===== src/rtl/sseg_pkg.sv =====
// Shared types and constants for the seven-segment scan controller.
// Latency: none (declarations only).
// Backpressure: none (declarations only).
//
// Contents: FSM state enum, active-low 16-entry hex font (DP bit held off),
// dash/blank glyphs and the width of the BCD conversion result.
package sseg_pkg;

  typedef enum logic [1:0] {
    IDLE   = 2'd0,
    CONV   = 2'd1,
    COMMIT = 2'd2
  } state_e;

  // Ten BCD digits cover the full 32-bit unsigned range.
  localparam int BCD_W = 40;

  localparam logic [7:0] SEG_DASH  = 8'hBF;  // segment g only, DP off
  localparam logic [7:0] SEG_BLANK = 8'hFF;

  // Glyphs indexed by nibble value; bit0 = a .. bit6 = g, bit7 = DP (off).
  // Listed from entry 15 (F) down to entry 0.
  localparam logic [15:0][7:0] HEX_FONT = {
    8'h8E, 8'h86, 8'hA1, 8'hC6, 8'h83, 8'h88, 8'h90, 8'h80,
    8'hF8, 8'h82, 8'h92, 8'h99, 8'hB0, 8'hA4, 8'hF9, 8'hC0
  };

endpackage


===== src/rtl/bin2bcd_seq.sv =====
// Sequential 32-bit binary to 40-bit BCD converter (shift-add-3).
// Latency: start cycle loads operands, then 32 shift cycles; bcd final after the cycle where done=1.
// Backpressure: start is ignored while a conversion runs; no stall input.
//
// Ports: clk, n_rst (async active-low), start (load bin), bin[31:0],
//        done (high during the final shift cycle), bcd[39:0] (result register).
module bin2bcd_seq
  import sseg_pkg::*;
(
  input  logic             clk,
  input  logic             n_rst,
  input  logic             start,
  input  logic [31:0]      bin,
  output logic             done,
  output logic [BCD_W-1:0] bcd
);

  logic [31:0]      bin_q;
  logic [4:0]       cnt_q;
  logic             run_q;
  logic [BCD_W-1:0] adj;

  // Add 3 to every digit >= 5 before the shift so it carries correctly.
  always_comb begin
    adj = bcd;
    for (int i = 0; i < BCD_W / 4; i++) begin
      if (bcd[4*i +: 4] >= 4'd5) begin
        adj[4*i +: 4] = bcd[4*i +: 4] + 4'd3;
      end
    end
  end

  // done marks the 32nd shift; the result register holds it afterwards.
  assign done = run_q && (cnt_q == 5'd31);

  always_ff @(posedge clk or negedge n_rst) begin
    if (!n_rst) begin
      bin_q <= '0;
      cnt_q <= '0;
      run_q <= 1'b0;
      bcd   <= '0;
    end else if (start && !run_q) begin
      bin_q <= bin;
      cnt_q <= '0;
      run_q <= 1'b1;
      bcd   <= '0;
    end else if (run_q) begin
      bcd   <= {adj[BCD_W-2:0], bin_q[31]};
      bin_q <= {bin_q[30:0], 1'b0};
      cnt_q <= cnt_q + 5'd1;
      if (done) begin
        run_q <= 1'b0;
      end
    end
  end

endmodule


===== src/rtl/sseg_scan_ctrl.sv =====
// Multiplexed seven-segment display controller with hex or decimal display.
// Latency: hex write visible next cycle; decimal write 34 cycles after wr_en; CA/AN registered (+1).
// Backpressure: wr_en while busy=1 is dropped (no queuing); outputs never stall.
//
// Ports: clk, n_rst (async active-low), wr_en/wr_data/dec_mode/dp_mask (write),
//        busy, ovf, SSEG_CA[7:0] (active-low cathodes), SSEG_AN[NUM_DIGITS-1:0] (active-low anodes).
// Build option: define SSEG_LZ_BLANK_EN to blank leading zero digits.
module sseg_scan_ctrl
  import sseg_pkg::*;
#(
  parameter int NUM_DIGITS  = 8,
  parameter int REFRESH_DIV = 100000
) (
  input  logic                  clk,
  input  logic                  n_rst,
  input  logic                  wr_en,
  input  logic [31:0]           wr_data,
  input  logic                  dec_mode,
  input  logic [NUM_DIGITS-1:0] dp_mask,
  output logic                  busy,
  output logic                  ovf,
  output logic [7:0]            SSEG_CA,
  output logic [NUM_DIGITS-1:0] SSEG_AN
);

  localparam int IDX_W = (NUM_DIGITS > 1) ? $clog2(NUM_DIGITS) : 1;
  localparam int CNT_W = $clog2(REFRESH_DIV);

  state_e state_q, state_d;
  logic   conv_start, hex_load, commit;

  logic                  bcd_done;
  logic [BCD_W-1:0]      bcd_w;
  logic                  bcd_hi_nz;

  logic [31:0]           disp_q;
  logic [NUM_DIGITS-1:0] dp_q;
  logic [NUM_DIGITS-1:0] dp_pend_q;
  logic                  ovf_q;

  logic [CNT_W-1:0]      cnt_q;
  logic [IDX_W-1:0]      digit_idx;

  logic [3:0]            nib;
  logic                  lit;
  logic [7:0]            ca_d;

  bin2bcd_seq u_bin2bcd (
    .clk   (clk),
    .n_rst (n_rst),
    .start (conv_start),
    .bin   (wr_data),
    .done  (bcd_done),
    .bcd   (bcd_w)
  );

  // Any BCD digit beyond the displayed ones means the value does not fit.
  assign bcd_hi_nz = |(bcd_w >> (4 * NUM_DIGITS));

  always_ff @(posedge clk or negedge n_rst) begin
    if (!n_rst) state_q <= IDLE;
    else        state_q <= state_d;
  end

  always_comb begin
    state_d    = state_q;
    conv_start = 1'b0;
    hex_load   = 1'b0;
    commit     = 1'b0;
    case (state_q)
      IDLE: begin
        if (wr_en) begin
          if (dec_mode) begin
            conv_start = 1'b1;
            state_d    = CONV;
          end else begin
            hex_load = 1'b1;
          end
        end
      end
      CONV: begin
        if (bcd_done) state_d = COMMIT;
      end
      COMMIT: begin
        commit  = 1'b1;
        state_d = IDLE;
      end
      default: state_d = IDLE;
    endcase
  end

  assign busy = (state_q != IDLE);
  assign ovf  = ovf_q;

  // Display register: untouched while converting, loaded by hex write or commit.
  always_ff @(posedge clk or negedge n_rst) begin
    if (!n_rst) begin
      disp_q    <= '0;
      dp_q      <= '0;
      dp_pend_q <= '0;
      ovf_q     <= 1'b0;
    end else begin
      if (hex_load) begin
        disp_q <= wr_data;
        dp_q   <= dp_mask;
        ovf_q  <= 1'b0;
      end
      if (conv_start) begin
        dp_pend_q <= dp_mask;
      end
      if (commit) begin
        disp_q <= bcd_w[31:0];
        dp_q   <= dp_pend_q;
        ovf_q  <= bcd_hi_nz;
      end
    end
  end

  // Refresh divider and digit selector.
  always_ff @(posedge clk or negedge n_rst) begin
    if (!n_rst) begin
      cnt_q     <= '0;
      digit_idx <= '0;
    end else if (cnt_q == CNT_W'(REFRESH_DIV - 1)) begin
      cnt_q     <= '0;
      digit_idx <= (digit_idx == IDX_W'(NUM_DIGITS - 1)) ? '0 : digit_idx + 1'b1;
    end else begin
      cnt_q <= cnt_q + 1'b1;
    end
  end

  assign nib = 4'(disp_q >> {digit_idx, 2'b00});

`ifdef SSEG_LZ_BLANK_EN
  localparam logic [32:0] ONE_33   = 33'd1;
  localparam logic [31:0] VIS_MASK = 32'((ONE_33 << (4 * NUM_DIGITS)) - 33'd1);
  logic [31:0] upper;
  // A digit stays lit if it or any displayed digit above it is nonzero.
  always_comb begin
    upper = (disp_q & VIS_MASK) >> {digit_idx, 2'b00};
    lit   = (digit_idx == '0) || (upper != '0);
  end
`else
  assign lit = 1'b1;
`endif

  always_comb begin
    if (ovf_q)    ca_d = SEG_DASH;
    else if (lit) ca_d = HEX_FONT[nib];
    else          ca_d = SEG_BLANK;
    if (!ovf_q && dp_q[digit_idx]) ca_d[7] = 1'b0;
  end

  always_ff @(posedge clk or negedge n_rst) begin
    if (!n_rst) begin
      SSEG_CA <= '1;
      SSEG_AN <= '1;
    end else begin
      SSEG_CA <= ca_d;
      SSEG_AN <= ~(NUM_DIGITS'(1) << digit_idx);
    end
  end

endmodule


===== config.mk =====
export PLATFORM = sky130hd
export DESIGN_NAME = sseg_scan_ctrl
export DESIGN_NICKNAME = d
export VERILOG_FILES = /design/src/rtl/sseg_pkg.sv /design/src/rtl/bin2bcd_seq.sv /design/src/rtl/sseg_scan_ctrl.sv
export SDC_FILE = /design/constraint.sdc
export NUM_CORES = 1
export LEC_CHECK = 0
export CAP_MARGIN = 20
export CELL_PAD_IN_SITES_DETAIL_PLACEMENT = 1
export CELL_PAD_IN_SITES_GLOBAL_PLACEMENT = 2
export CORE_MARGIN = 2
export CORE_UTILIZATION = 41
export DETAILED_ROUTE_END_ITERATION = 12
export HOLD_SLACK_MARGIN = 0.15
export MAX_ROUTING_LAYER = met4
export PLACE_DENSITY = 0.92
export SLEW_MARGIN = 5
export SYNTH_ARGS = -nofsm -noshare
export SYNTH_HDL_FRONTEND = slang
export SYNTH_SLANG_ARGS = --single-unit

===== constraint.sdc =====
create_clock -name clk -period 3.79 [get_ports clk]
set_clock_uncertainty 0.15 [all_clocks]
set_input_delay 0.758 -clock clk [delete_from_list [all_inputs] [get_ports clk]]
set_output_delay 0.758 -clock clk [all_outputs]
set_load 0.005 [all_outputs]

-- After elaboration in Yosys (flattened, before gate mapping)
Memory sizes are Yosys's and may differ from the RTL's.
Cells that the tools add are included.
- register bits: 165
- ROM bits: 128
- bits of input ports: 44
- output and inout port bits: 18
- word-level logic and storage cells: 104
- memories: 1
- memory list (memory ; words ; width ; read ports ; clocked after Yosys merged registers in ; write ports ; RTL line ; source):
    (no name shown) ; 16 ; 8 ; 1 ; 0 ; 0 ; sseg_scan_ctrl.sv:149 ; else if (lit) ca_d = HEX_FONT[nib];
- add/subtract/negate cells: 13
- order comparisons: 12
- equality and inequality tests: 8
- shifts and indexed selects: 2
- muxes and demuxes: 43
- bitwise operators: 1
- reduce and logical (&&, ||, !) cells: 11
- operators by type and width (cell ; count):
    2-to-1 mux 32 bit ; 4
    2-to-1 mux 40 bit ; 2
    greater-or-equal comparator 4 x 3 -> 1 bit, second input constant ; 10
    adder 4 x 2 -> 4 bit, second input constant ; 9
    2-to-1 mux 4 bit ; 9
    2-to-1 mux 8 bit ; 4
    >> shifter 32 x 5 -> 4 bit ; 1
    adder 17 x 1 -> 17 bit, second input constant ; 1
    equality test 17 bit, second input constant ; 1
    2-to-1 mux 17 bit ; 1
    2-to-1 mux 1 bit ; 14
    2-to-1 mux 5 bit ; 2
    NOT 8 bit ; 1
    OR reduction 8 bit ; 1
    left shift 1 x 3 -> 8 bit, first input constant ; 1
    2-to-1 mux 2 bit ; 3
    2-to-1 mux 3 bit ; 2
    inequality test 2 bit, second input constant ; 3
    nonzero test 2 bit ; 3
    adder 5 x 1 -> 5 bit, second input constant ; 1
    equality test 5 bit, second input constant ; 1
    < comparator 4 x 5 -> 1 bit, second input constant ; 1
    < comparator 3 x 4 -> 1 bit, second input constant ; 1
    one-hot mux 2 bit (2 select lines) ; 1
    10 further kinds ; 13

-- Longest topological paths before layout
- depth in word-level cells: 5
- depth in mapped cells: 9
- depth with buffers taken out: 8

-- Hierarchy
A second synthesis with hierarchy kept.
- cell total of the unflattened synthesis: 805
- area total of the unflattened synthesis: 8553.2 µm²
- modules (own cells, without submodules) (module ; times used ; cells each ; area an instance (µm²) ; sequential area each (µm²)):
    sseg_scan_ctrl ; 1 ; 389 ; 4290.4 ; 2197.1
    bin2bcd_seq ; 1 ; 416 ; 4262.8 ; 1951.9

-- Worst setup path after synthesis
No wires, ideal clock.
- path kind: register -> register
- start point: register digit_idx[0]
- end point: register SSEG_CA[0]
- setup time: 0.091 ns
- arrival: 2.210 ns
- required time: 3.549 ns
- setup slack: 1.339 ns
- stages on the path, launching flop included: 9
- path buffers: 2
- period minus slack after synthesis: 2.451 ns
- cells stage by stage: dfrtp_1 -> buf_6 -> buf_6 -> mux4_2 -> mux2i_2 -> inv_1 -> ha_1 -> o41ai_1 -> a211oi_1
- longest elaborated chain between the ends: 4
- ends and longest elaborated chain (element ; RTL line ; source):
    start, declared ; sseg_scan_ctrl.sv:42 ; logic [IDX_W-1:0] digit_idx;
    start signal, assigned ; sseg_scan_ctrl.sv:126 ; digit_idx <= (digit_idx == IDX_W'(NUM_DIGITS - 1)) ? '0 : digit_idx + 1'b1;
    >> shifter 32 x 5 -> 4 bit ; sseg_scan_ctrl.sv:132 ; assign nib = 4'(disp_q >> {digit_idx, 2'b00});
    memory read (16 x 8 bit) ; -- ;
    2-to-1 mux 8 bit (implied by the code) ; sseg_scan_ctrl.sv:149 ;
    2-to-1 mux 8 bit ; sseg_scan_ctrl.sv:148 ; if (ovf_q) ca_d = SEG_DASH;
    named net ca_d[0] ; sseg_scan_ctrl.sv:46 ; logic [7:0] ca_d;
    end signal, assigned ; sseg_scan_ctrl.sv:156 ; SSEG_CA <= '1;
    end signal, assigned ; sseg_scan_ctrl.sv:159 ; SSEG_CA <= ca_d;
    end, declared ; sseg_scan_ctrl.sv:22 ; output logic [7:0] SSEG_CA,
The timed path passes the listed nets, and every way through them passes these cells. The select of a mux whose other input is x is not followed.
A chain may end at the register's enable or synchronous reset.

-- Worst setup path in the final report
Ends and elaborated chain as after synthesis.

==> metrics.md <==
| Metric | Value |
|---|---|
| Status | `completed` |
| Tightest Pin Transition | `1.02 ns` |
| Period utilization | `0.805` |
| Top Ports | `62` |
| Post-route insts no fill | `approximately 1,200` |
| Register bit total from synthesis | `165` |
| Crit path kind | `reg -> reg` |
| Final Hold Vio Count | `0` |
| Worst Path Max Fanout | `17` |
| Met3 Use GR | `0.0358` |
| CP bufs+invs | `1` |
| Prevailing post-synth register cell | `dfrtp_1` |
| Post-Synth Adder-Cell Area | `0.0545` |
| # Max-Cap Violations | `0` |
| Yosys warns | `0` |
| Area grow syn2layout | `17.2%` |
| Port buffer count | `61` |
| FF+latch area | `0.00415 mm^2` |
| Post-CTS sizing | `0` |
| Residual DRC | `0` |
| Reg power frac | `0.487` |
| Horiz. Die Dim | `148 um` |
| Met1 Use GR | `0.257` |
| Fill count | `2,259` |
| Die area | `0.0219 mm^2` |
| GR peak layer | `met2` |
| Post-synthesis cell count | `843` |
| Relative max-transition margin | `0.320` |
| Complex-gate fraction of the synthesized area | `0.104` |
| H-tree depth | `4` |
| Switching share of power | `0.230` |
| Fmax | `0.328 GHz` |
| Initial Util | `0.418` |
| Num CTS Buffers | `17` |
| Min Hold Slack | `between 0.2 and 0.25 ns` |
| Clock root buffer | `clkbuf_16` |
| Setup TNS | `0 ns` |
| Total grt overflow | `0` |
| Endpoints failing setup | `0` |
| Grt met2 use | `0.330` |
| Inserted Diodes | `0` |
| Clock Sinks | `between 150 and 200` |
| WP data arrival | `about 3.2 ns` |
| Path type of the worst min-delay path | `in -> async` |
| Mux contribution to synthesized area | `0.141` |
| EDFF count, synth | `0` |
| Sequential cell area fraction in the yosys report | `0.489` |
| HPWL Detailed | `13,700 um` |
| Share of layout cells above drive strength 1 | `0.0866` |
| CTS Buffer Depth | `2` |
| Core area | `0.0203 mm^2` |
| Synthesized area per cell | `10.1 um^2` |
| Gr usage total | `0.199` |
| Crit-path cells | `mux4_2, mux2i_2, inv_1, ha_1, nor2_1, nand4b_1, o41ai_1, a211oi_1` |
| GPL Wtd Cong | `between 0.8 and 0.9` |
| CP required | `3.98 ns` |
| Post-CTS Setup Inserts | `0` |
| Syn Std Cell Area | `about 0.0085 mm^2` |
| Placed Cells | `1,139` |
| Largest family of logic cells by synthesized area | `simple AND/OR/NAND/NOR gates` |
| Power Internal | `2850 uW` |
| Max-slew violations | `0` |
| Clk Latency, worst-skew pair | `0.43 ns` |
| FFs w/ async S/R, synth | `1.00` |
| Synth Net Count | `between 900 and 1,000` |
| First-pass GRT wire length | `33,400 um` |
| Fin nets | `969` |
| RSZ-0062 raised after global routing | `no` |
| Routed len/inst | `17.1 um` |
| Worst setup SP type | `flip-flop` |
| Slowest stage delay, CP | `0.88 ns` |
| Net Sw Power | `852 uW` |
| Footprint of the multi-input gates | `0.00405 mm^2` |
| Crit end category | `flip-flop` |
| Via/cell ratio | `approximately 5.2` |
| Die height | `148 um` |
| Iteration-0 DRC Markers | `about 360` |
| Critical Path Slowest Stage Cell | `dfrtp_1` |
| Clock power frac | `0.468` |
| Via count | `6,128` |
| Pleak | `a little over 0.004 uW` |
| Fin crit period | `about 3.0 ns` |
| Post-synthesis cell type count | `48` |
| Post-synthesis simple-gate area fraction | `0.141` |
| Comb pwr share | `0.046` |
| Antenna violations before repair | `0` |
| Detailed Route WL | `20,000 um` |
| Antenna Nets Post-Route | `0` |
| Vias in the first global route | `6,471` |
| Hold_buf cts | `0` |
| Peak supply drop | `248 uV` |
| CTS tree | `yes` |
| Post-synthesis xor/xnor area fraction | `0.0340` |
| CP top delay family | `multiplexers` |
| Pwr dens | `approximately 370 mW/mm^2` |
| Largest net degree at the start of global routing | `82` |
| DR pass1 iterations | `4` |
| Core Rows | `52` |
| Clk slew on worst S/H paths | `0.07 ns` |
flip-flops by register name, summed over array words and instances (netlist names), 5 cells and up:
name / count
disp_q: 32
u_bin2bcd.bcd: 40
dp_q: 8
SSEG_AN: 8
cnt_q: 17
SSEG_CA: 8
u_bin2bcd.cnt_q: 5
dp_pend_q: 8
u_bin2bcd.bin_q: 32
metrics by stage:
step / power (uW) / worst slack, ns / util / instance area (um^2)
floorplan: 1880 / 1.34 / - / 8490
global placement: 2000 / 0.810 / 0.462 / 9370
detailed placement: 2010 / 0.675 / 0.462 / 9370
CTS: 3750 / 0.706 / 0.490 / 9960
global route: 3840 / 0.460 / 0.490 / 9960
finish: 3700 / 0.740 / 0.490 / 9960
path summary, 6_finish.rpt:
kind	depth (start not counted)	startpoint	to	slack, ns
min in group clk	1	u_bin2bcd.cnt_q[3]	u_bin2bcd.cnt_q[3]	0.33
worst min register to register	1	u_bin2bcd.cnt_q[3]	u_bin2bcd.cnt_q[3]	0.33
max in group asynchronous	2	n_rst	u_bin2bcd.bin_q[29]	2.42
worst max register to register	8	digit_idx[0]	SSEG_CA[0]	0.74
worst max-delay path	8	digit_idx[0]	SSEG_CA[0]	0.74
worst min-delay path	1	n_rst	cnt_q[12]	0.21
power by group through the flow:
| stage | sequential (uW) | clock, uW | combinational [uW] |
|---|---|---|---|
| floorplan | 1830 | 0 | 49.7 |
| global placement | 1830 | 0 | 171 |
| CTS | 1800 | 1770 | 175 |
| detailed placement | 1830 | 0 | 173 |
| global route | 1800 | 1850 | 190 |
| finish | 1800 | 1730 | 170 |
synth_stat cells, drive strengths merged (4+ instances only):
library cell / instances / share of area
nand2b: 12 / 0.0088
buf: 15 / 0.011
xor2: 15 / 0.015
mux4: 8 / 0.021
inv: 30 / 0.013
xnor2: 18 / 0.019
nor3b: 12 / 0.011
ha: 37 / 0.055
dfstp: 16 / 0.050
clkbuf: 30 / 0.013
nand4: 5 / 0.0037
nand3: 19 / 0.011
and3: 5 / 0.0037
nor2: 38 / 0.017
nor2b: 7 / 0.0052
o21ai: 97 / 0.057
o31ai: 20 / 0.018
nor3: 4 / 0.0024
nand2: 160 / 0.071
mux2i: 96 / 0.12
dfrtp: 149 / 0.44
a21oi: 26 / 0.015
final cells by class:
type,instances,share of cell area
sequential,165,0.417
multi-input combinational,603,0.406
inverter,30,0.0113
timing repair buffer,71,0.0728
tap,270,0.0339
clock inverter,13,0.0150
clock buffer,19,0.0435
metal layers:
layer  vias to the layer above  share of wire
li1                       2979              -
met1                      3067           0.47
met2                        65           0.50
met3                        17          0.026
met4                         0         0.0090
met5                         -              0
layout by cell type, fill, tap and decap left out, types with 2 or more instances in the layout:
cell | synthesis | final
nand2_1 | 160 | 160
o21ai_0 | 63 | 63
nand2b_1 | 12 | 12
nor3b_1 | 12 | 12
mux2_2 | 2 | 2
mux2i_1 | 93 | 93
inv_1 | 29 | 29
clkinv_4 | 0 | 3
o31ai_1 | 20 | 20
a21oi_1 | 26 | 26
ha_1 | 37 | 37
xnor2_1 | 18 | 18
buf_4 | 0 | 7
mux4_2 | 8 | 8
nand3b_1 | 2 | 2
clkbuf_16 | 0 | 17
o21ai_1 | 34 | 34
inv_6 | 0 | 4
nor2b_1 | 7 | 6
xor2_1 | 15 | 15
nor3_1 | 4 | 4
dfstp_2 | 16 | 16
buf_12 | 0 | 3
clkdlybuf4s50_1 | 0 | 60
and3_1 | 5 | 4
bufinv_16 | 0 | 2
dfrtp_1 | 149 | 148
nand4_1 | 5 | 5
mux2i_2 | 2 | 2
nor2_1 | 38 | 38
clkbuf_1 | 30 | 2
nand3_1 | 19 | 19
clkinvlp_4 | 0 | 3
nor4b_1 | 3 | 3
kinds of logic after synthesis:
logic type	Yosys count
xor gates and xnor gates	33
muxes	107
buffers and inverters	75
adders and majority gates	37
DFF	165
and+or+nand+nor	271
AOI/OAI and AO/OA	155
No activity file was read; power rests on OpenSTA's default activity.
